==> src/rtl/if_stage_pkg.sv <==
// Shared pipeline definitions for the instruction-fetch stage: reset vector,
// nop encoding and the fetch state encoding.
package if_stage_pkg;
  localparam logic [31:0] RESET_PC_DEF = 32'hBFC0_0000;
  localparam logic [31:0] NOP          = 32'h0000_0000;

  typedef enum logic [1:0] {
    FETCH = 2'd0,
    HOLD  = 2'd1,
    DROP  = 2'd2
  } fetch_state_t;
endpackage

==> src/rtl/if_stage.sv <==
// Instruction fetch: owns the PC, talks to instruction memory with a req/ack
// handshake and fills IF/ID. Branch redirects honour one delay slot; flushes don't.
module if_stage
  import if_stage_pkg::*;
#(
  parameter logic [31:0] RESET_PC = RESET_PC_DEF
) (
  input  logic        clk,
  input  logic        reset,
  output logic        inst_req,
  output logic [31:0] inst_addr,
  input  logic        inst_ack,
  input  logic [31:0] inst_rdata,
  input  logic        stall,
  input  logic        flush,
  input  logic [31:0] flush_pc,
  input  logic        redirect_valid,
  input  logic [31:0] redirect_pc,
  output logic        if_id_valid,
  output logic [31:0] if_id_inst,
  output logic [31:0] if_id_pc,
  output logic [31:0] if_id_pc8
);

  fetch_state_t state, state_nxt;
  logic [31:0]  pc, restart_pc, redir_tgt, next_pc;
  logic [31:0]  skid_inst, skid_pc;
  logic         redir_pend;

  assign inst_req  = !reset && (state != HOLD);
  assign inst_addr = pc;
  assign if_id_pc8 = if_id_pc + 32'd8;

  always_comb begin
    next_pc = pc + 32'd4;
    if (redirect_valid)  next_pc = redirect_pc;
    else if (redir_pend) next_pc = redir_tgt;
  end

  always_ff @(posedge clk) begin
    if (reset) state <= FETCH;
    else       state <= state_nxt;
  end

  always_comb begin
    state_nxt = state;
    if (flush) begin
      // An un-acked request cannot be withdrawn, so its result must be eaten.
      state_nxt = (state != HOLD && !inst_ack) ? DROP : FETCH;
    end else begin
      case (state)
        FETCH:   if (inst_ack && stall) state_nxt = HOLD;
        HOLD:    if (!stall) state_nxt = FETCH;
        DROP:    if (inst_ack) state_nxt = FETCH;
        default: state_nxt = FETCH;
      endcase
    end
  end

  always_ff @(posedge clk) begin
    if (reset) begin
      pc          <= RESET_PC;
      restart_pc  <= RESET_PC;
      redir_pend  <= 1'b0;
      redir_tgt   <= 32'h0;
      skid_inst   <= NOP;
      skid_pc     <= 32'h0;
      if_id_valid <= 1'b0;
      if_id_inst  <= NOP;
      if_id_pc    <= 32'h0;
    end else if (flush) begin
      if_id_valid <= 1'b0;
      if_id_inst  <= NOP;
      redir_pend  <= 1'b0;
      // Outstanding request keeps pc on the bus; restart target waits aside.
      if (state != HOLD && !inst_ack) restart_pc <= flush_pc;
      else                            pc         <= flush_pc;
    end else begin
      case (state)
        FETCH: begin
          if (inst_ack) begin
            pc         <= next_pc;
            redir_pend <= 1'b0;
            if (stall) begin
              skid_inst <= inst_rdata;
              skid_pc   <= pc;
            end else begin
              if_id_valid <= 1'b1;
              if_id_inst  <= inst_rdata;
              if_id_pc    <= pc;
            end
          end else begin
            if (redirect_valid) begin
              redir_pend <= 1'b1;
              redir_tgt  <= redirect_pc;
            end
            if (!stall) begin
              if_id_valid <= 1'b0;
              if_id_inst  <= NOP;
            end
          end
        end
        HOLD: begin
          if (!stall) begin
            if_id_valid <= 1'b1;
            if_id_inst  <= skid_inst;
            if_id_pc    <= skid_pc;
          end
          if (redirect_valid) begin
            redir_pend <= 1'b1;
            redir_tgt  <= redirect_pc;
          end
        end
        DROP: begin
          // IF/ID is empty after a flush, so a redirect here has no owner.
          if (inst_ack) pc <= restart_pc;
        end
        default: ;
      endcase
    end
  end

endmodule
==> config.mk <==
export PLATFORM = sky130hd
export DESIGN_NAME = if_stage
export DESIGN_NICKNAME = d
export VERILOG_FILES = /design/src/rtl/if_stage_pkg.sv /design/src/rtl/if_stage.sv
export SDC_FILE = /design/constraint.sdc
export NUM_CORES = 1
export LEC_CHECK = 0
export ABC_CLOCK_PERIOD_IN_PS = 4820
export CAP_MARGIN = 20
export CORE_MARGIN = 3
export CORE_UTILIZATION = 55
export CTS_CLUSTER_DIAMETER = 60
export DETAILED_ROUTE_END_ITERATION = 6
export PLACE_DENSITY = 0.87
export SYNTH_ARGS = -nofsm -noshare
export SYNTH_HDL_FRONTEND = slang
export SYNTH_SLANG_ARGS = --single-unit
==> constraint.sdc <==
create_clock -name clk -period 4.82 [get_ports clk]
set_input_delay 0.964 -clock clk [delete_from_list [all_inputs] [get_ports clk]]
set_output_delay 0.964 -clock clk [all_outputs]
set_load 0.02 [all_outputs]
[Word level (Yosys, flattened, before mapping)]
Cells that the tools add are included.
Word-level totals
  output and inout port bits: 130
  memory bits (read-only): 0
  flip-flop bits (word level): 228
  bits in writable memories: 0
  memories: 0
  input bits: 102
  latch bits: 0
Operators by class
  bitwise operators: 1
  reductions and logical operators: 17
  shift operators: 0
  multiply operators: 0
  equality and inequality tests: 13
  $add $sub $neg: 2
  $lt $le $gt $ge: 0
  div/mod/pow operators: 0
  mux-type cells: 32
Operator list (number)
  $mux W32: 15
  $pmux W32 S2: 4
  $add A32 B3 Y32 const B: 1
  $add A32 B4 Y32 const B: 1
  $ne A3 B3 Y1 const B: 5
  $mux W2: 5
  $ne A2 B2 Y1 const B: 5
  $reduce_and A3 Y1: 3
  $reduce_and A4 Y1: 2
  $pmux W2 S3: 1
  $mux W1: 5
  $reduce_and A5 Y1: 1
  $pmux W1 S2: 2
  $reduce_and A2 Y1: 2
  $logic_and A1 B1 Y1: 3
  $reduce_bool A3 Y1: 1
  $eq A2 B1 Y1 const B: 1
  $eq A2 B2 Y1 const B: 1
  $logic_not A1 Y1: 2
  $logic_not A2 Y1: 1
  $ne A2 B1 Y1 const B: 1
  $reduce_bool A2 Y1: 1
  $reduce_or A2 Y1: 1
  $not A1 Y1: 1

[Logic depth before layout (Yosys ltp)]
Gate-level depths: netlist of the first run.
  word-level depth: 6
  gate-level depth with buffers: 8
  mapped depth without buffers: 6

[Worst setup path after synthesis of the first run]
OpenSTA, ideal clock, no wires.
  path kind: reg-to-output
  start point: reg if_id_pc[3]
  end point: out if_id_pc8[29]
  slack: 1.758 ns
  data required time: 3.856 ns
  data arrival time: 2.098 ns
  path buffers: 1
  stages on the path, launching flop included: 8
  path through: dfxtp_1 -> ha_1 -> nand3_1 -> nor3_1 -> and2_1 -> clkbuf_1 -> nor3b_1 -> xor2_1
On the way
  word-level cells in the longest chain between the ends: 1
RTL lines
  start, declared: RTL line if_stage.sv:21  | output logic [31:0] if_id_pc,
  start signal, assigned: RTL line if_stage.sv:90  | if_id_pc <= pc;
  start signal, assigned: RTL line if_stage.sv:107  | if_id_pc <= skid_pc;
  $add A32 B4 Y32: RTL line if_stage.sv:32  | assign if_id_pc8 = if_id_pc + 32'd8;
  end, declared: RTL line if_stage.sv:22  | output logic [31:0] if_id_pc8
Every way passes these cells.

[Final worst setup path of the first run]
Ends and elaborated chain as after synthesis.

==> run summary, run 1 <==
Crit Path Category - reg -> out
Post-DP Area - 0.01315 mm^2
Drt total wl - 33.19 mm
Reg power frac - 46.1%
Input/output buffers - 231
Post-route setup slack - 830.6 ps
Slew Limit Headroom - 27.89%
Number of CTS-inserted buffers - 23
Die H - 145.9 um
Post-CTS Resized - 0
Clk_lat worst skew - 510 ps
Combinational share of power - 16.6%
Setup Buffers After CTS - 0
Sw Share - 27.55%
CP cell instances - ha_1 -> nand3_1 -> nor3_1 -> and2_1 -> nor3b_1 -> xor2_1 -> clkdlybuf4s50_1
Vias in the first global route - 10,220
Kind of start point of the critical path - flip-flop
Gate count after technology mapping - 1,392
Max Clock Skew - 20.99 ps
N_diodes - 0
Measured slew at the worst slew-check pin - 1082 ps
Reg2reg setup slack - 2250 ps
DRT antenna net count - 0
Leak - 4.782 nW
Min-Delay Endpoint - redir_tgt[2]$_SDFFE_PP0P_
Cell variety after synth - 63
Io pins - 232
Max Cap Viol - 0
Most frequent cells in the layout - nand2_1 (316), clkdlybuf4s50_1 (230), dfxtp_1 (228), a21oi_1 (151), nor2_1 (99)
Worst Path Max Fanout - 8
Final worst-path cycle share - 82.77%
RSZ-0062 raised after global routing - no
CP Capture Type - output port
Share of layout cells above drive strength 1 - 5.364%
Final hold viol count - 0
Total GRT Usage - 29.39%
Detail Placement HPWL - 22.12 mm
P_int - 3.287 mW
Largest net degree at the start of global routing - 100
Area added between synthesis and finish - 28.56%
Clock power share - 37.3%
Net switching power - 1.250 mW
Net Count, Synth - 1,496
First DRT Iteration DRCs - 1,121
Fin crit period - 3989 ps
Initial antenna violation count - 0
# DRC - 2
CP max stage cell - clkdlybuf4s50_1
Hold_buf cts - 0
Die area - 0.02129 mm^2
Synth warnings - 0
Nets - 1,656
Core Util, Final - 73.03%
Placeable Area - 0.01896 mm^2
CTS tree - done
Clock Path Buffers - 3
Core Rows - 50
Synthesized flop and latch total - 228
GP Congestion - 0.9400
Vias/cell - 6.013
Worst EP arrival - 3030 ps
Run status - finished with violations
Worst EP required - 3860 ps
WHS Path Cells - 2
Seq/Total Area, Yosys - 42.39%
Worst vdd ir - 250.8 uV
PD cells - 327.8 mW/mm^2
Reg2Reg Depth - 6
Clk pin slew, worst setup/hold paths - 60 ps
Max incr delay on CP - 610 ps
Commonest non-fill, non-tap cell in the layout - nand2_1
Post-synth EDFFs - 0
Reg2reg end - inst_addr[30]$_SDFFE_PP0P_
Post-route setup TNS - 0 ps
Failing checks - design-rule violations
Syn avg cell area - 7.736 um^2
HP Class - reg -> reg
Hold_sp - redir_tgt[2]$_SDFFE_PP0P_
First-pass GRT wire length - 52.55 mm
Fin area - 0.01384 mm^2
Die width - 145.9 um
Initial core utilization - 56.81%
Total iterations of the first detailed-routing run - 7
Ys flop type - dfxtp_1
Maximum clock rate - 250.7 MHz
Final setup viols - 0
CTS Sinks - 228
Worst R2R Start - inst_addr[2]$_SDFFE_PP0P_
Fillers - 1,460
Routed vias - 10,980
Mapped cell area - 0.01077 mm^2
Number of max-slew violations in the final report - 0
Post-synth ARST share - 0%
GRT overflow - 0
Root Buffer - clkbuf_16
H-tree Lvls - 1
Worst Setup SP - if_id_pc[3]$_SDFFE_PP0P_
Per-cell routed wire length - 18.18 um
Pre-CTS WS - 1338 ps
==> area by class of cell <==
class,instances,area [um^2],area share [%]
Multi-Input combinational cell,1024,5679,41.02
Sequential cell,228,4564,32.97
Timing Repair Buffer,258,2512,18.15
Clock buffer,33,643.1,4.646
Tap cell,260,325.3,2.350
Inverter,17,63.81,0.4610
Clock inverter,6,55.05,0.3977
==> stage by stage <==
stage | hold WS, ps | power [mW] | std cells
floorplan | 431.2 | 2.516 | 1392
global placement | 436.7 | 2.849 | 1787
detailed placement | 442.0 | 2.868 | 1787
CTS | 450.2 | 4.534 | 1826
global route | 466.0 | 4.686 | 1826
finish | 452.3 | 4.537 | 1826
==> cells in the mapped netlist (all sizes together) (4+ instances only) <==
master    n  area, um^2
o221ai    6       52.55
nor2    100       375.4
nor3b     4       30.03
and4      5       43.79
o221a     4       45.04
xnor2    21       183.9
nand2   318        1196
nand2b   14       87.58
buf      21       105.1
a211oi   39       292.8
nor2b     7       43.79
a221o     4       40.04
nand3    32       160.2
nand4    22       152.7
nor4      5       46.29
inv      16       60.06
nor3     53       270.3
dfxtp   228        4564
o21ai    38       193.9
a31oi    17       106.4
mux2i    33       330.3
clkbuf  102       382.9
a221oi   40       350.3
xor2     24       210.2
and3      8       50.05
o21a      6       45.04
o211ai   21       157.7
a311oi    5       43.79
a21oi   151       755.7
==> power by group through the flow <==
stage	Clock (mW)	Combinational (mW)	Sequential (mW)
after detailed placement	0	0.741	2.13
after CTS	1.70	0.747	2.09
final	1.69	0.752	2.09
after floorplan	0	0.372	2.14
after global placement	0	0.727	2.12
after global routing	1.77	0.809	2.10
==> worst max-delay path by stage <==
stage | to | slack, ps | cells past startpoint
floorplan | if_id_pc8[29] | 1760 | 7
global placement | inst_req | 1370 | 3
detailed placement | if_id_pc8[29] | 1340 | 7
CTS | if_id_pc8[29] | 800 | 7
global route | if_id_pc8[29] | 560 | 7
finish | if_id_pc8[29] | 830 | 7
==> logic make-up (layout without fill, tap and decap cells) <==
logic type	Yosys count	count (layout)	synth area share, %
and+or+nand+nor	589	589	24.27
AOI/OAI and AO/OA	354	354	21.15
DFF	228	228	42.39
buffers and inverters	140	314	5.124
xor gates and xnor gates	45	45	3.660
muxes	34	34	3.172
adders and majority gates	2	2	0.2324
==> sequential cells by signal (all words and copies together), names as in the netlist <==
name         count
if_id_pc        32
redir_tgt       32
state            2
inst_addr       32
redir_pend       1
skid_pc         32
if_id_valid      1
restart_pc      32
skid_inst       32
if_id_inst      32
==> metal layers <==
metal / up-vias / part of all wire [%] / GRT usage [%]
met1: 5091 / 41 / 39.41
met3: 91 / 9.3 / 4.796
met2: 579 / 47 / 48.27
met5: - / 0 / 0
met4: 0 / 3.1 / 10.21
li1: 5218 / - / -
==> critical path, delay by kind of cell, from the launching register on <==
kind / cells / cell delay, ps
simple gates: 4 / 1100
buf+inv: 1 / 610
flops: 1 / 410
fa+ha+maj: 1 / 220
xor+xnor: 1 / 170
Note: power is estimated with default switching activity, not from simulation.
==> run 2: changes to the inputs <==
ABC_CLOCK_PERIOD_IN_PS = 4000   (was 4820)
CORE_UTILIZATION = 51   (was 55)
PLACE_DENSITY = 0.81   (was 0.87)
clock period = 4 ns   (was 4.82 ns; I/O delays follow)
==> run 2 against run 1 <==
  * Largest cell class unchanged
  * Cell count up 1.1%
  * Sequential share of layout area fell by 0.63 points
  * The run now ends clean
  * Clock skew down 3.8 ps
  * First-iteration DRC count decreased by 19%
  * Wire length up 0.78%
  * Core utilization is 4.2 points lower
  * Largest power group unchanged
==> run summary, run 2 (synthesis gave the netlist of run 1 again) <==
Post-route setup TNS - 0 ps (unchanged)
Most frequent cells in the layout - nand2_1 (316), clkdlybuf4s50_1 (230), dfxtp_1 (228), a21oi_1 (151), nor2_1 (99)
Measured slew at the worst slew-check pin - 917.8 ps (-163.8 ps)
First DRT Iteration DRCs - 907 (-19%)
P_int - 4.335 mW (+32%)
WHS Path Cells - 2 (unchanged)
Min-Delay Endpoint - redir_tgt[23]$_SDFFE_PP0P_
Reg2Reg Depth - 5 (-1)
Total iterations of the first detailed-routing run - 5 (-2)
Worst EP arrival - 2900 ps (-130 ps)
Total GRT Usage - 28.21% (-1.2 points)
Finished Layout Cells - 1,846 (+1.1%)
Worst vdd ir - 275.1 uV (+9.7%)
Number of max-slew violations in the final report - 0 (unchanged)
Per-cell routed wire length - 18.12 um (-0.31%)
First-pass GRT wire length - 52.66 mm (+0.21%)
N_diodes - 0 (unchanged)
Detail Placement HPWL - 22.68 mm (+2.5%)
Io pins - 232 (unchanged)
GRT overflow - 0 (unchanged)
HP Class - reg -> reg
H-tree Lvls - 1 (unchanged)
Largest net degree at the start of global routing - 137 (+37%)
Hold_buf cts - 0 (unchanged)
Final setup viols - 0 (unchanged)
Vias in the first global route - 10,060 (-1.6%)
Fillers - 1,700 (+16%)
Final worst-path cycle share - 92.56%
Clock power share - 41.8% (+4.5 points)
Dpl cells - 1,802 (+0.84%)
Nets - 1,662 (+0.36%)
RSZ-0062 raised after global routing - no
Initial core utilization - 52.54% (-4.3 points)
Vias/cell - 5.927 (-1.4%)
Max Cap Viol - 0 (unchanged)
Number of CTS-inserted buffers - 24 (+4.3%)
Area added between synthesis and finish - 31.06%
Worst EP required - 3200 ps (-660 ps)
Setup Buffers After CTS - 0 (unchanged)
Fin crit period - 3702 ps
Max Clock Skew - 17.18 ps (-3.818 ps)
DRT antenna net count - 0 (unchanged)
Root Buffer - clkbuf_16
Initial antenna violation count - 0 (unchanged)
Net switching power - 1.560 mW (+25%)
Drt total wl - 33.45 mm (+0.78%)
Core Rows - 52 (+4.0%)
Clk pin slew, worst setup/hold paths - 60 ps (about the same)
Reg2reg end - inst_addr[16]$_SDFFE_PP0P_
Combinational share of power - 15.5% (-1.1 points)
GP Congestion - 0.9297 (-1.1%)
Run status - finished, final reports clean
Routed vias - 10,940 (-0.34%)
Die H - 151.3 um (+3.7%)
Crit Path Category - reg -> out
PD cells - 417.8 mW/mm^2 (+27%)
Post-CTS Resized - 0 (unchanged)
Power consumption - 5.896 mW (+30%)
CTS Sinks - 228 (unchanged)
Die area - 0.02289 mm^2 (+7.5%)
Clk_lat worst skew - 530 ps (+20 ps)
Register area - 0.004564 mm^2 (unchanged)
Hold_sp - redir_tgt[23]$_SDFFE_PP0P_
CTS tree - done
Reg2reg setup slack - 1520 ps (-730 ps)
Sw Share - 26.47% (-1.1 points)
# DRC - 0 (-2)
Reg power frac - 42.7% (-3.4 points)
Multi-input gate area - 0.005685 mm^2 (+0.11%)
Slew Limit Headroom - 38.81% (+11 points)
Die width - 151.3 um (+3.7%)
Commonest non-fill, non-tap cell in the layout - nand2_1
Input/output buffers - 231 (unchanged)
Worst R2R Start - state[0]$_SDFFE_PP0P_
Final hold viol count - 0 (unchanged)
Kind of start point of the critical path - flip-flop
Clock Path Buffers - 3 (unchanged)
Maximum clock rate - 270.1 MHz
CP Capture Type - output port
Leak - 4.909 nW (+2.7%)
Share of layout cells above drive strength 1 - 6.282% (+0.92 points)
Placeable Area - 0.02049 mm^2 (+8.1%)
Worst Path Max Fanout - 8 (unchanged)
[run 2: worst max path at each step]
stage                                        start            end  cells after the start  slack [ps]
after CTS                 if_id_pc[3]$_SDFFE_PP0P_  if_id_pc8[29]                      7          90
after floorplan           if_id_pc[3]$_SDFFE_PP0P_  if_id_pc8[29]                      7        1100
after detailed placement  if_id_pc[3]$_SDFFE_PP0P_  if_id_pc8[29]                      7         630
after global routing      if_id_pc[3]$_SDFFE_PP0P_  if_id_pc8[29]                      7          60
after global placement    if_id_pc[3]$_SDFFE_PP0P_  if_id_pc8[29]                      7         730
final                     if_id_pc[3]$_SDFFE_PP0P_  if_id_pc8[29]                      7         300
[run 2: area by class of cell]
type	count	share of cell area, %
inverters	17	0.4522
clock inverters	7	0.9575
flip-flops and latches	228	32.34
multi-input cells	1024	40.29
clock buffers	37	5.320
repair buffers	263	18.25
well taps	270	2.394
[run 2: worst max-delay path: stages, from the launching register on]
cell and delay (ps):
dfxtp_1 410, ha_1 210, nand3_1 200, nor3_2 220, and2_2 270, nor3b_1 270
xor2_1 180, clkdlybuf4s50_1 620
[run 2: per-stage QoR]
step / utilization (%) / area, um^2 / hold slack (ps) / worst slack (ps)
after detailed placement: 64.51 / 13220 / 443.6 / 631.4
after CTS: 68.83 / 14110 / 451.7 / 89.08
after floorplan: - / 10770 / 431.2 / 1102
after global routing: 68.86 / 14110 / 469.3 / 62.70
final: 68.86 / 14110 / 452.7 / 297.7
after global placement: 64.51 / 13220 / 437.9 / 729.5
[run 2: power groups by stage]
stage | Clock, mW | Combinational, mW | Sequential (mW)
final | 2.46 | 0.916 | 2.52
after global routing | 2.57 | 0.989 | 2.53
after CTS | 2.47 | 0.909 | 2.51
after detailed placement | 0 | 0.903 | 2.56
after global placement | 0 | 0.890 | 2.56
after floorplan | 0 | 0.448 | 2.58
[run 2: routing by layer]
metal / GRT usage [%] / share of wire [%]
met1: 39.78 / 42
met2: 44.01 / 45
met3: 4.339 / 9.6
met4: 9.837 / 3.3
met5: 0 / 0
==> run 3: changes to the inputs <==
ABC_AREA = 1   (was default)
CORE_UTILIZATION = 52   (was 51)
PLACE_DENSITY = 0.82   (was 0.81)
==> run 3 against run 2 <==
  * Core utilization is 0.17 points lower
  * Global-route usage shrank 0.37 points
  * Cell count up 14%
  * Sequential power up 2%
  * Count of clock-buffer cells in the layout down 7
  * Via count grew 7.8%
  * Worst setup slack got worse by 120 ps
  * First-iteration DRC count rose by 28%
  * Power about the same
  * Area after synthesis grew 4.0%
  * Critical path type unchanged
  * Largest cell class unchanged
==> run summary, run 3 <==
Power consumption - 5.899 mW (about the same)
H-tree Lvls - 1 (unchanged)
PD cells - 407.3 mW/mm^2 (-2.5%)
GP Congestion - 0.8889 (-4.4%)
First-pass GRT wire length - 54.56 mm (+3.6%)
Area share of the largest cell type after synthesis - 40.76% (-1.6 points)
Core Rows - 53 (+1.9%)
Register area - 0.004564 mm^2 (unchanged)
Sw Share - 27.31% (+0.84 points)
Final worst-path cycle share - 95.55% (+3.0 points)
Slew Limit Headroom - 41.40% (+2.6 points)
First DRT Iteration DRCs - 1,158 (+28%)
P_int - 4.288 mW (-1.1%)
Maximum clock rate - 261.6 MHz (-3.1%)
Fin crit period - 3822 ps (+119.7 ps)
Synth top cells by count - nand2_1 (333), dfxtp_1 (228), nor2_1 (224)
Net switching power - 1.611 mW (+3.2%)
Fin area - 0.01448 mm^2 (+2.6%)
RSZ-0062 raised after global routing - no
Crit Path Category - reg -> out
Hold_buf cts - 0 (unchanged)
Number of max-slew violations in the final report - 0 (unchanged)
Area added between synthesis and finish - 29.33%
CP Capture Type - output port
Pre-CTS WS - 649.2 ps (+17.77 ps)
Vias in the first global route - 10,390 (+3.3%)
Vias/cell - 5.610 (-5.4%)
Die H - 152.8 um (+0.96%)
Multi-input gate area - 0.005607 mm^2 (-1.4%)
Reg power frac - 43.3% (+0.6 points)
Combinational share of power - 16.2% (+0.7 points)
Fillers - 1,783 (+4.9%)
N_diodes - 0 (unchanged)
Measured slew at the worst slew-check pin - 877.8 ps (-40.06 ps)
Initial core utilization - 53.11% (+0.57 points)
GRT overflow - 0 (unchanged)
Largest net degree at the start of global routing - 130 (-5.1%)
Mapped cell area - 0.01120 mm^2 (+4.0%)
Io pins - 232 (unchanged)
Total GRT Usage - 27.83% (-0.37 points)
Routed vias - 11,800 (+7.8%)
HP Class - reg -> reg
Per-cell routed wire length - 16.44 um (-9.3%)
Synth warnings - 0 (unchanged)
Post-route setup TNS - 0 ps (unchanged)
Max Cap Viol - 0 (unchanged)
Post-synth ARST share - 0% (unchanged)
DRT antenna net count - 0 (unchanged)
Worst EP required - 3200 ps (about the same)
Run status - finished, final reports clean
Core Util, Final - 68.68% (-0.17 points)
Final setup viols - 0 (unchanged)
CTS tree - done
Max Clock Skew - 19.57 ps (+2.397 ps)
Clock power share - 40.4% (-1.4 points)
Share of layout cells above drive strength 1 - 5.580% (-0.70 points)
Top-count cell post-synth - nand2_1
Die area - 0.02333 mm^2 (+1.9%)
Worst Path Max Fanout - 5 (-3)
Syn avg cell area - 6.804 um^2 (-12%)
Number of CTS-inserted buffers - 24 (unchanged)
Kind of start point of the critical path - flip-flop
Initial antenna violation count - 0 (unchanged)
Gate count after technology mapping - 1,646 (+18%)
Net Count, Synth - 1,750 (+17%)
Placeable Area - 0.02109 mm^2 (+2.9%)
Worst vdd ir - 278.9 uV (+1.4%)
Dpl cells - 2,059 (+14%)
Clock Path Buffers - 3 (unchanged)
Final hold viol count - 0 (unchanged)
Drt total wl - 34.58 mm (+3.4%)
Cell accounting for the most synthesized area - dfxtp_1
Input/output buffers - 231 (unchanged)
Post-DP Area - 0.01360 mm^2 (+2.9%)
Leak - 5.787 nW (+18%)
Die width - 152.8 um (+0.96%)
Synth area leaders - dfxtp_1 (41%), nand2_1 (11%), o21ai_0 (8.6%), nor2_1 (7.5%), a21oi_1 (5.2%)
Detail Placement HPWL - 23.08 mm (+1.7%)
Commonest non-fill, non-tap cell in the layout - nand2_1
Min Hold Slack - 443.3 ps (-9.390 ps)
Ys flop type - dfxtp_1
# DRC - 0 (unchanged)
Clk pin slew, worst setup/hold paths - 60 ps (about the same)
Most frequent cells in the layout - nand2_1 (333), clkdlybuf4s50_1 (230), dfxtp_1 (228), nor2_1 (223), o21ai_0 (193)
Cell variety after synth - 40 (-37%)
Worst EP arrival - 3020 ps (+120 ps)
Seq/Total Area, Yosys - 40.76% (-1.6 points)
Root Buffer - clkbuf_16
Nets - 1,915 (+15%)
Post-route setup slack - 178.0 ps (-119.7 ps)
Synthesized flop and latch total - 228 (unchanged)
Clk_lat worst skew - 520 ps (about the same)
Finished Layout Cells - 2,103 (+14%)
Total iterations of the first detailed-routing run - 7 (+2)
Post-synth EDFFs - 0 (unchanged)
CTS Sinks - 228 (unchanged)
-- run 3: changes by cell type after synthesis, moves of 14 or more --
cell / delta
a31oi_1: +20
a211oi_1: -24
nand2_1: +16
nand3_1: +22
nor2_1: +124
o21ai_0: +157
o211ai_1: -17
nand2b_1: -14
mux2i_1: -33
a21oi_1: -35
inv_1: +138
-- run 3: logic make-up after synthesis --
logic type                 synth area share (%)
DFF                                       40.76
and+or+nand+nor                           26.12
adders and majority gates                0.2234
AOI/OAI and AO/OA                         20.81
xor gates and xnor gates                  2.737
buffers and inverters                     9.351
-- run 3: area by class of cell --
type	count	share of cell area (%)
Tap cell	275	2.376
Inverter	158	4.103
Timing Repair Buffer	254	17.40
Sequential cell	228	31.51
Clock buffer	30	4.725
Clock inverter	13	1.175
Multi-Input combinational cell	1145	38.71
-- run 3: critical path, stage by stage (launching register included) --
cell	delay, ps
dfxtp_1	380
ha_1	220
nand3_2	110
nor2_2	160
nand2_2	110
nor2_4	130
nand3_4	90
nor2_4	150
nand2_4	70
nor2_4	140
nand2_4	80
nor2_4	100
xor2_1	150
clkdlybuf4s50_1	610
-- run 3: timing repair --
action,in CTS,in global routing
setup buffers,0,0
endpoints found under the setup margin,0,1
gates resized for setup,0,1
-- run 3: final timing paths --
path / start / end / slack (ps) / cells past startpoint
worst min register to register: skid_pc[20]$_SDFFE_PP0P_ / skid_pc[20]$_SDFFE_PP0P_ / 440 / 2
worst max register to register: state[0]$_SDFFE_PP0P_ / restart_pc[15]$_SDFFE_PP0P_ / 1350 / 9
worst min-delay path: skid_pc[20]$_SDFFE_PP0P_ / skid_pc[20]$_SDFFE_PP0P_ / 440 / 2
worst max-delay path: if_id_pc[3]$_SDFFE_PP0P_ / if_id_pc8[27] / 180 / 13
-- run 3: power by group through the flow --
stage | Combinational [mW] | Sequential, mW | Clock [mW]
floorplan | 0.481 | 2.62 | 0
global placement | 0.926 | 2.59 | 0
detailed placement | 0.941 | 2.60 | 0
CTS | 0.949 | 2.55 | 2.41
global route | 1.05 | 2.57 | 2.51
finish | 0.958 | 2.56 | 2.38
-- run 3: per-layer routing --
metal	global-route usage, %	part of all wire, %	vias to the layer above
met5	0	0	-
met4	8.910	3.0	0
met3	4.374	9.4	75
met2	43.60	46	589
met1	39.53	42	5401
li1	-	-	5732
